## src/rtl/led_seq_ctrl.sv

```systemverilog
// LED pattern sequencer: four selectable patterns (rotate left/right, ping-pong, blink)
// stepped at a base tick rate divided by 1, 2 or 4, with a hold input that freezes stepping.
module led_seq_ctrl #(
    parameter int TICK_MAX = 24_999_999
) (
    input  logic       clk,
    input  logic       rst_n,
    input  logic       mode_req,
    input  logic       speed_req,
    input  logic       hold,
    output logic [3:0] led,
    output logic [1:0] mode,
    output logic [1:0] speed
);

    localparam logic [1:0] ROT_L = 2'b00;
    localparam logic [1:0] ROT_R = 2'b01;
    localparam logic [1:0] PING  = 2'b10;
    localparam logic [1:0] BLINK = 2'b11;

    localparam logic [27:0] TICK_LAST = 28'(TICK_MAX);

    logic [27:0] cnt_q, cnt_d;
    logic [1:0]  div_q, div_d;
    logic [1:0]  speed_q, speed_d;
    logic [1:0]  mode_q, mode_d;
    logic [3:0]  led_q, led_d;
    logic [1:0]  pos_q, pos_d;
    logic        dir_q, dir_d;

    logic        tick;
    logic        step;
    logic [1:0]  divLast;
    logic [1:0]  pingPos;

    always_comb begin
        unique case (speed_q)
            2'd0:    divLast = 2'd0;
            2'd1:    divLast = 2'd1;
            default: divLast = 2'd3;
        endcase
    end

    assign tick    = (cnt_q == TICK_LAST) && !hold;
    assign step    = tick && (div_q == divLast);
    assign pingPos = dir_q ? pos_q + 2'd1 : pos_q - 2'd1;

    // A mode request wins over a simultaneous step: the new pattern starts fresh from its initial value.
    always_comb begin
        cnt_d   = cnt_q;
        div_d   = div_q;
        speed_d = speed_q;
        mode_d  = mode_q;
        led_d   = led_q;
        pos_d   = pos_q;
        dir_d   = dir_q;

        if (!hold) begin
            cnt_d = (cnt_q == TICK_LAST) ? 28'd0 : cnt_q + 28'd1;
        end

        if (step) begin
            div_d = 2'd0;
        end else if (tick) begin
            div_d = div_q + 2'd1;
        end

        if (speed_req) begin
            speed_d = (speed_q == 2'd2) ? 2'd0 : speed_q + 2'd1;
            div_d   = 2'd0;
        end

        if (mode_req) begin
            mode_d = mode_q + 2'd1;
            cnt_d  = 28'd0;
            div_d  = 2'd0;
            pos_d  = 2'd0;
            dir_d  = 1'b1;
            unique case (mode_d)
                ROT_L:   led_d = 4'b1110;
                ROT_R:   led_d = 4'b0111;
                PING:    led_d = 4'b1110;
                default: led_d = 4'b0000;
            endcase
        end else if (step) begin
            unique case (mode_q)
                ROT_L: led_d = {led_q[2:0], led_q[3]};
                ROT_R: led_d = {led_q[0], led_q[3:1]};
                PING: begin
                    pos_d = pingPos;
                    led_d = ~(4'b0001 << pingPos);
                    if (pingPos == 2'd3) begin
                        dir_d = 1'b0;
                    end else if (pingPos == 2'd0) begin
                        dir_d = 1'b1;
                    end
                end
                default: led_d = ~led_q;
            endcase
        end
    end

    always_ff @(posedge clk or negedge rst_n) begin
        if (!rst_n) begin
            cnt_q   <= 28'd0;
            div_q   <= 2'd0;
            speed_q <= 2'd0;
            mode_q  <= ROT_L;
            led_q   <= 4'b1110;
            pos_q   <= 2'd0;
            dir_q   <= 1'b1;
        end else begin
            cnt_q   <= cnt_d;
            div_q   <= div_d;
            speed_q <= speed_d;
            mode_q  <= mode_d;
            led_q   <= led_d;
            pos_q   <= pos_d;
            dir_q   <= dir_d;
        end
    end

    assign led   = led_q;
    assign mode  = mode_q;
    assign speed = speed_q;

endmodule

```

## config.mk

```make
export PLATFORM = sky130hd
export DESIGN_NAME = led_seq_ctrl
export DESIGN_NICKNAME = d
export VERILOG_FILES = /design/src/rtl/led_seq_ctrl.sv
export SDC_FILE = /design/constraint.sdc
export NUM_CORES = 1
export LEC_CHECK = 0
export ABC_AREA = 1
export CAP_MARGIN = 20
export CORE_ASPECT_RATIO = 0.5
export CORE_MARGIN = 2
export CORE_UTILIZATION = 61
export CTS_CLUSTER_DIAMETER = 200
export DETAILED_ROUTE_END_ITERATION = 10
export PLACE_DENSITY = 0.8
export SYNTH_ARGS = -nofsm -noshare
export SYNTH_HDL_FRONTEND = slang
export SYNTH_SLANG_ARGS = --single-unit
```

## constraint.sdc

```tcl
create_clock -name clk -period 1.95 [get_ports clk]
set_input_delay 0.39 -clock clk [delete_from_list [all_inputs] [get_ports clk]]
set_output_delay 0.39 -clock clk [all_outputs]
set_load 0.05 [all_outputs]
```

==> qor.yml, run 1 <==
outcome:
  status: "finished clean"
routing:
  postRouteWirelength_um: 7310
  postRouteAntennaNets: 0
  drc_errors: 0
  drt_iter0_drc: 151
  wl_per_cell_um: 14.6
  vias_per_cell: 5.66
  vias: 2835
  drtPass1Iterations: 4
global_routing:
  grt_pass1_wl_um: 12100
  first_global_vias: 2703
  grtUsageTotal: 0.299
  antenna_found_initial: 0
  grt_overflow: 0
  grt_max_degree: 42
timing:
  slew_headroom: 0.564
  period_share: 0.988
  finalCriticalPeriod_ns: 1.93
  hold_viol: 0
  rsz0062_at_grt: "false"
  slew_violations: 0
  fin_hold_ws_ns: 0.147
  clock.fmax_mhz: 519
  skew_ns: 0.00701
  tightest_slew_ns: 0.653
  tns_ns: 0
  setup_viol: 0
layout:
  fillCellCount: 372
  drive_above_1_share: 0.115
  fin_cells: 501
  final_core_util: 0.724
  syn_to_final_growth_pct: 12.6
  diodes: 0
  final_nets: 459
  design_area_um2: 3220
placed_design:
  port_buffers: 12
  routabilityCongestion: 0.968
  dp_cells: 492
  dp_hpwl_um: 5590
  post_dp_cell_area_um2: 3090
yosys:
  yosys-top-cells-area: "dfrtp_1 (32%), nand2_1 (15%), nor2_1 (8.8%)"
  ys_seq_elements: 41
  synth_area_per_cell_um2: 6.83
  synth_area_leader_cell: "dfrtp_1"
  synth-main-ff-cell: "dfrtp_1"
  synth_commonest_cells: "nand2_1 (114), nor2_1 (67), inv_1 (44)"
  yosysSeqAreaShare: 0.360
  syn_nets: 435
  synth_cells: 419
  synth.most_common_cell: "nand2_1"
  ys_warn_count: 0
  synthesis.area_um2: 2860
  synth_top_area_frac: 0.324
  ys_types: 35
  synth-edff-count: 0
  async_flop_share: 1.00
die:
  core_area_um2: 4450
  fp.dieW_um: 101
  die_area_um2: 5290
  rows: 17
  initial_core_util: 0.643
  die_h_um: 52.4
  io_pins: 13
clock_network:
  path_clk_slew_ns: 0.08
  cts_max_level: 2
  cts_hold_buf: 0
  clockBufferDepth: 2
  clock_latency_ns: 0.30
  cts_tree: "yes"
  clock-sinks: 41
  root_buffer: "clkbuf_8"
  numCtsBuffers: 5
critical_path:
  cp-endpoint: "led[0]"
  crit_family: "buffers and inverters"
  start_kind: "register"
  timing.rr.start: "cnt_q[1]"
  cpMaxStageDelayCell: "clkdlybuf4s50_1"
  crit_cells: 1
  crit_required_ns: 1.56
  cp_num_buf_inv: 1
  worstSetupEndpointType: "primary output"
  path_class: "register to primary output"
  startpoint: "led[0]"
  cp.arrival_ns: 1.54
  crit_chain: "clkdlybuf4s50_1"
  regToRegSetupSlack_ns: 0.17
  max_stage_delay_ns: 0.83
  r2r-end: "pos_q[0]"
  worstPathMaxFanout: 4
  reg2reg_depth: 9
pwr:
  p_leak_uw: 0.00152
  irDropWorstVdd_v: 0.000857
  cellPowerDensity_nw_per_um2: 915
min_path:
  hold_class: "input port to async pin"
job:
  drv_cap: 0
==> state kept, by name, summed over array words and instances (netlist names) <==
name	flops
div_q	2
cnt_q	28
pos_q	2
speed	2
mode	2
led	4
dir_q	1
==> kinds of logic after synthesis <==
group                      after synthesis  share of synthesized area
and+or+nand+nor                        268                      0.424
AOI/OAI and AO/OA                       37                     0.0709
adders and majority gates               11                     0.0481
DFF                                     41                      0.360
muxes                                    1                    0.00394
xor gates and xnor gates                 6                     0.0184
buffers and inverters                   55                     0.0739
==> power breakdown <==
group | switching [uW] | leakage, uW | internal (uW)
Sequential | 142 | 0.000547 | 986
Combinational | 720 | 0.000917 | 372
Clock | 306 | 0.0000585 | 418
==> layout make-up <==
type                       instances  area, um2  share of cell area
clock buffer                       7       86.3              0.0268
clock inverter                     1       30.0             0.00933
inverter                          48        180              0.0560
multi-input combinational        323       1630               0.505
sequential                        41       1030               0.320
tap                               57       71.3              0.0222
timing repair buffer              24        195              0.0606
==> metal layers <==
| layer | part of all wire | track usage | vias up |
|---|---|---|---|
| met5 | 0 | 0 | - |
| met4 | 0.016 | 0.0982 | 0 |
| met3 | 0.072 | 0.0547 | 16 |
| met2 | 0.46 | 0.514 | 101 |
| met1 | 0.45 | 0.387 | 1316 |
| li1 | - | - | 1402 |
==> timing repair <==
| action | CTS | global route |
|---|---|---|
| resized for setup | 0 | 3 |
| setup endpoints to repair | 0 | 23 |
| setup buffers | 0 | 1 |
==> placed cells by master, fill, tap and decap left out, types with 4 or more instances in the layout <==
cell type / n
xor2_1: 6
nand2_2: 4
dfstp_2: 4
inv_1: 44
clkbuf_8: 6
nor3_1: 13
nand3_1: 39
o21ai_0: 15
inv_2: 4
ha_1: 10
dfrtp_1: 37
clkdlybuf4s50_1: 5
buf_4: 17
nand4_1: 13
nand2_1: 114
nor2_1: 67
a21oi_1: 13
==> metrics by stage <==
| step | setup slack [ns] | total power (uW) |
|---|---|---|
| floorplan | 0.255 | 1880 |
| global route | 0.0131 | 3100 |
| global placement | -0.0219 | 2170 |
| CTS | 0.0165 | 2930 |
| finish | 0.0227 | 2940 |
| detailed placement | -0.0534 | 2210 |
==> worst min-delay path by stage <==
stage,depth (start not counted),start,end
global placement,2,dir_q,dir_q
detailed placement,2,dir_q,dir_q
CTS,2,rst_n,cnt_q[22]
global route,2,rst_n,cnt_q[20]
finish,2,rst_n,cnt_q[18]
floorplan,0,rst_n,cnt_q[0]
(Power assumes the default switching activity.)
==> run 2: changes to the inputs <==
--- a/config.mk
+++ b/config.mk
@@ -5,11 +5,12 @@
 export SDC_FILE = /design/constraint.sdc
 export NUM_CORES = 1
 export LEC_CHECK = 0
-export ABC_AREA = 1
+export ABC_AREA = 0
+export ABC_CLOCK_PERIOD_IN_PS = 1950
 export CAP_MARGIN = 20
 export CORE_ASPECT_RATIO = 0.5
 export CORE_MARGIN = 2
-export CORE_UTILIZATION = 61
+export CORE_UTILIZATION = 60
 export CTS_CLUSTER_DIAMETER = 200
 export DETAILED_ROUTE_END_ITERATION = 10
 export PLACE_DENSITY = 0.8
==> run 2 against run 1 <==
Effect of this change:
- the flow now finishes with violations (negative setup slack)
- clock skew grew 0.0039 ns
- sequential share of layout area fell by 0.94 points
- maximum frequency decreased by 10%
- clock power is 24% lower
- critical path depth increased by 5
- count of clock-buffer cells in the layout increased by 1
- total power decreased by 6.7%
==> qor.yml, run 2 <==
outcome:
  status: "complete, but fails checks"  # was finished clean
  violations: "negative setup slack"
clock_network:
  numCtsBuffers: 5  # unchanged
  path_clk_slew_ns: 0.08  # about the same
  clockBufferDepth: 2  # unchanged
  root_buffer: "clkbuf_8"  # unchanged
  clock_latency_ns: 0.30  # about the same
  clock-sinks: 41  # unchanged
  cts_tree: "yes"  # unchanged
  cts_max_level: 2  # unchanged
critical_path:
  worstPathMaxFanout: 3  # was 4
  cp.arrival_ns: 2.37  # was 1.54 ns
  worstSetupEndpointType: "register"  # was primary output
  crit_required_ns: 2.17  # was 1.56 ns
  start_kind: "input port"  # was register
  reg2reg_depth: 6  # was 9
  path_class: "input port to register"  # was register to primary output
global_routing:
  grtUsageTotal: 0.298  # was 0.299
  first_global_vias: 2272  # was 2703
  grt_max_degree: 42  # unchanged
  antenna_found_initial: 0  # unchanged
  grt_pass1_wl_um: 10800  # was 12100 um
  grt_overflow: 0  # unchanged
pwr:
  p_leak_uw: 0.00148  # was 0.00152 uW
  p_clk_frac: 0.201  # was 0.246
  power_frac_seq: 0.397  # was 0.383
  power.internal_uw: 1610  # was 1780 uW
  switching_power_uw: 1140  # was 1170 uW
  power_frac_comb: 0.402  # was 0.371
  p_sw_frac: 0.416  # was 0.397
  irDropWorstVdd_v: 0.000538  # was 0.000857 V
  cellPowerDensity_nw_per_um2: 827  # was 915 nW/um2
die:
  core_area_um2: 3920  # was 4450 um2
  io_pins: 13  # unchanged
  rows: 16  # was 17
  initial_core_util: 0.629  # was 0.643
  fp.dieW_um: 94.7  # was 101 um
  die_h_um: 49.3  # was 52.4 um
  die_area_um2: 4670  # was 5290 um2
routing:
  postRouteWirelength_um: 7810  # was 7310 um
  postRouteAntennaNets: 0  # unchanged
  vias: 2523  # was 2835
  drtPass1Iterations: 6  # was 4
  wl_per_cell_um: 20.1  # was 14.6 um
  drt_iter0_drc: 326  # was 151
  vias_per_cell: 6.50  # was 5.66
  drc_errors: 0  # unchanged
yosys:
  syn_nets: 282  # was 435
  synth_top_area_frac: 0.375  # was 0.324
  synth.most_common_cell: "dfrtp_1"  # was nand2_1
  synth-main-ff-cell: "dfrtp_1"  # unchanged
  synth_commonest_cells: "dfrtp_1 (37), nor2_1 (31), xor2_1 (20)"  # was nand2_1 (114), nor2_1 (67), inv_1 (44)
  yosysSeqAreaShare: 0.418  # was 0.360
  async_flop_share: 1.00  # unchanged
  ys_seq_elements: 41  # unchanged
  synth_cells: 266  # was 419
  yosys-top-cells-area: "dfrtp_1 (38%), xor2_1 (7.1%), ha_1 (5.6%)"  # was dfrtp_1 (32%), nand2_1 (15%), nor2_1 (8.8%)
  synth_area_leader_cell: "dfrtp_1"  # unchanged
  synth_area_per_cell_um2: 9.28  # was 6.83 um2
  ys_warn_count: 0  # unchanged
  ys_types: 51  # was 35
  synthesis.area_um2: 2470  # was 2860 um2
  synth-edff-count: 0  # unchanged
layout:
  drive_above_1_share: 0.326  # was 0.115
  top_register: "cnt_q"  # unchanged
  diodes: 0  # unchanged
  mostFrequentLayoutCells: "buf_4 (58), dfrtp_1 (35), nor2_1 (30)"  # was nand2_1 (114), nor2_1 (67), inv_1 (44)
  syn_to_final_growth_pct: 34.7  # was 12.6%
  final_common_cell: "buf_4"  # was nand2_1
  final_nets: 349  # was 459
  fillCellCount: 203  # was 372
  largest_reg_flops: 28  # unchanged
timing:
  setup_viol: 30  # was 0
  finalCriticalPeriod_ns: 2.15  # was 1.93 ns
  slew_headroom: 0.655  # was 0.564
  slew_violations: 0  # unchanged
  clock.fmax_mhz: 465  # was 519 MHz
  tightest_slew_ns: 0.518  # was 0.653 ns
  period_share: 1.10  # was 0.988
  skew_ns: 0.0109  # was 0.00701 ns
  hold_viol: 0  # unchanged
  setup_ws_ns: -0.200  # was 0.0227 ns
  rsz0062_at_grt: "true"  # was false
  tns_ns: -3.19  # was 0 ns
placed_design:
  dp_hpwl_um: 4370  # was 5590 um
  routabilityCongestion: 0.869  # was 0.968
  dpl_worst_slack_ns: -0.427  # was -0.0534 ns
  port_buffers: 12  # unchanged
min_path:
  hold_class: "input port to async pin"  # unchanged
job:
  drv_cap: 0  # unchanged
## run 2: worst paths after layout
check / start / end / slack (ns)
min in group clk: dir_q / dir_q / 0.54
worst max-delay path: hold / div_q[1] / -0.20
worst min-delay path: rst_n / speed[1] / 0.15
worst min register to register: dir_q / dir_q / 0.54
worst max register to register: cnt_q[1] / div_q[1] / -0.17
max in group asynchronous: rst_n / mode[0] / 1.43
## run 2: layout make-up
class / instances / area [um2] / area share
Timing Repair Buffer: 71 / 607 / 0.183
Multi-Input combinational cell: 202 / 1490 / 0.449
Inverter: 12 / 45.0 / 0.0135
Tap cell: 54 / 67.6 / 0.0203
Clock buffer: 8 / 80.1 / 0.0241
Sequential cell: 41 / 1030 / 0.311
## run 2: stage by stage
step	utilization	power [uW]	cell area, um2	hold slack (ns)	instances
CTS	0.800	2600	3140	0.176	380
global placement	0.758	1970	2970	0.479	370
global route	0.847	2880	3320	0.195	388
finish	0.847	2750	3320	0.150	388
floorplan	-	1710	2480	0.0944	266
detailed placement	0.758	2030	2970	0.487	370
## run 2: timing repair
action / 4_1_cts / 5_1_grt
cloned: 0 / 3
pin swaps: 10 / 12
resized for setup: 15 / 21
endpoints found under the setup margin: 27 / 31
setup buffers: 2 / 6
hold buffers: 0 / 0
## run 2: cells by family after synthesis
logic type | share of synthesized area
flops | 0.418
xor+xnor | 0.0887
buf+inv | 0.0395
mux | 0.0248
simple gates | 0.284
fa+ha+maj | 0.0558
compound gates | 0.0887
## run 2: power groups by stage
stage,clock network [uW],registers [uW],logic [uW]
finish,553,1090,1100
global route,596,1100,1180
CTS,540,1070,988
detailed placement,0,1080,948
global placement,0,1070,903
floorplan,0,1320,391
## run 2: worst max-delay path, stage by stage
cell             delay [ns]
clkdlybuf4s50_1        0.44
and2b_2                0.26
nand4_1                0.14
or3_4                  0.44
or4b_4                 0.52
a211oi_2               0.18
## run 2: layer usage
metal | vias to the layer above | track usage | part of all wire
met2 | 174 | 0.504 | 0.45
met4 | 0 | 0.0676 | 0.045
li1 | 1095 | - | -
met5 | - | 0 | 0
met3 | 48 | 0.0634 | 0.10
met1 | 1206 | 0.396 | 0.40
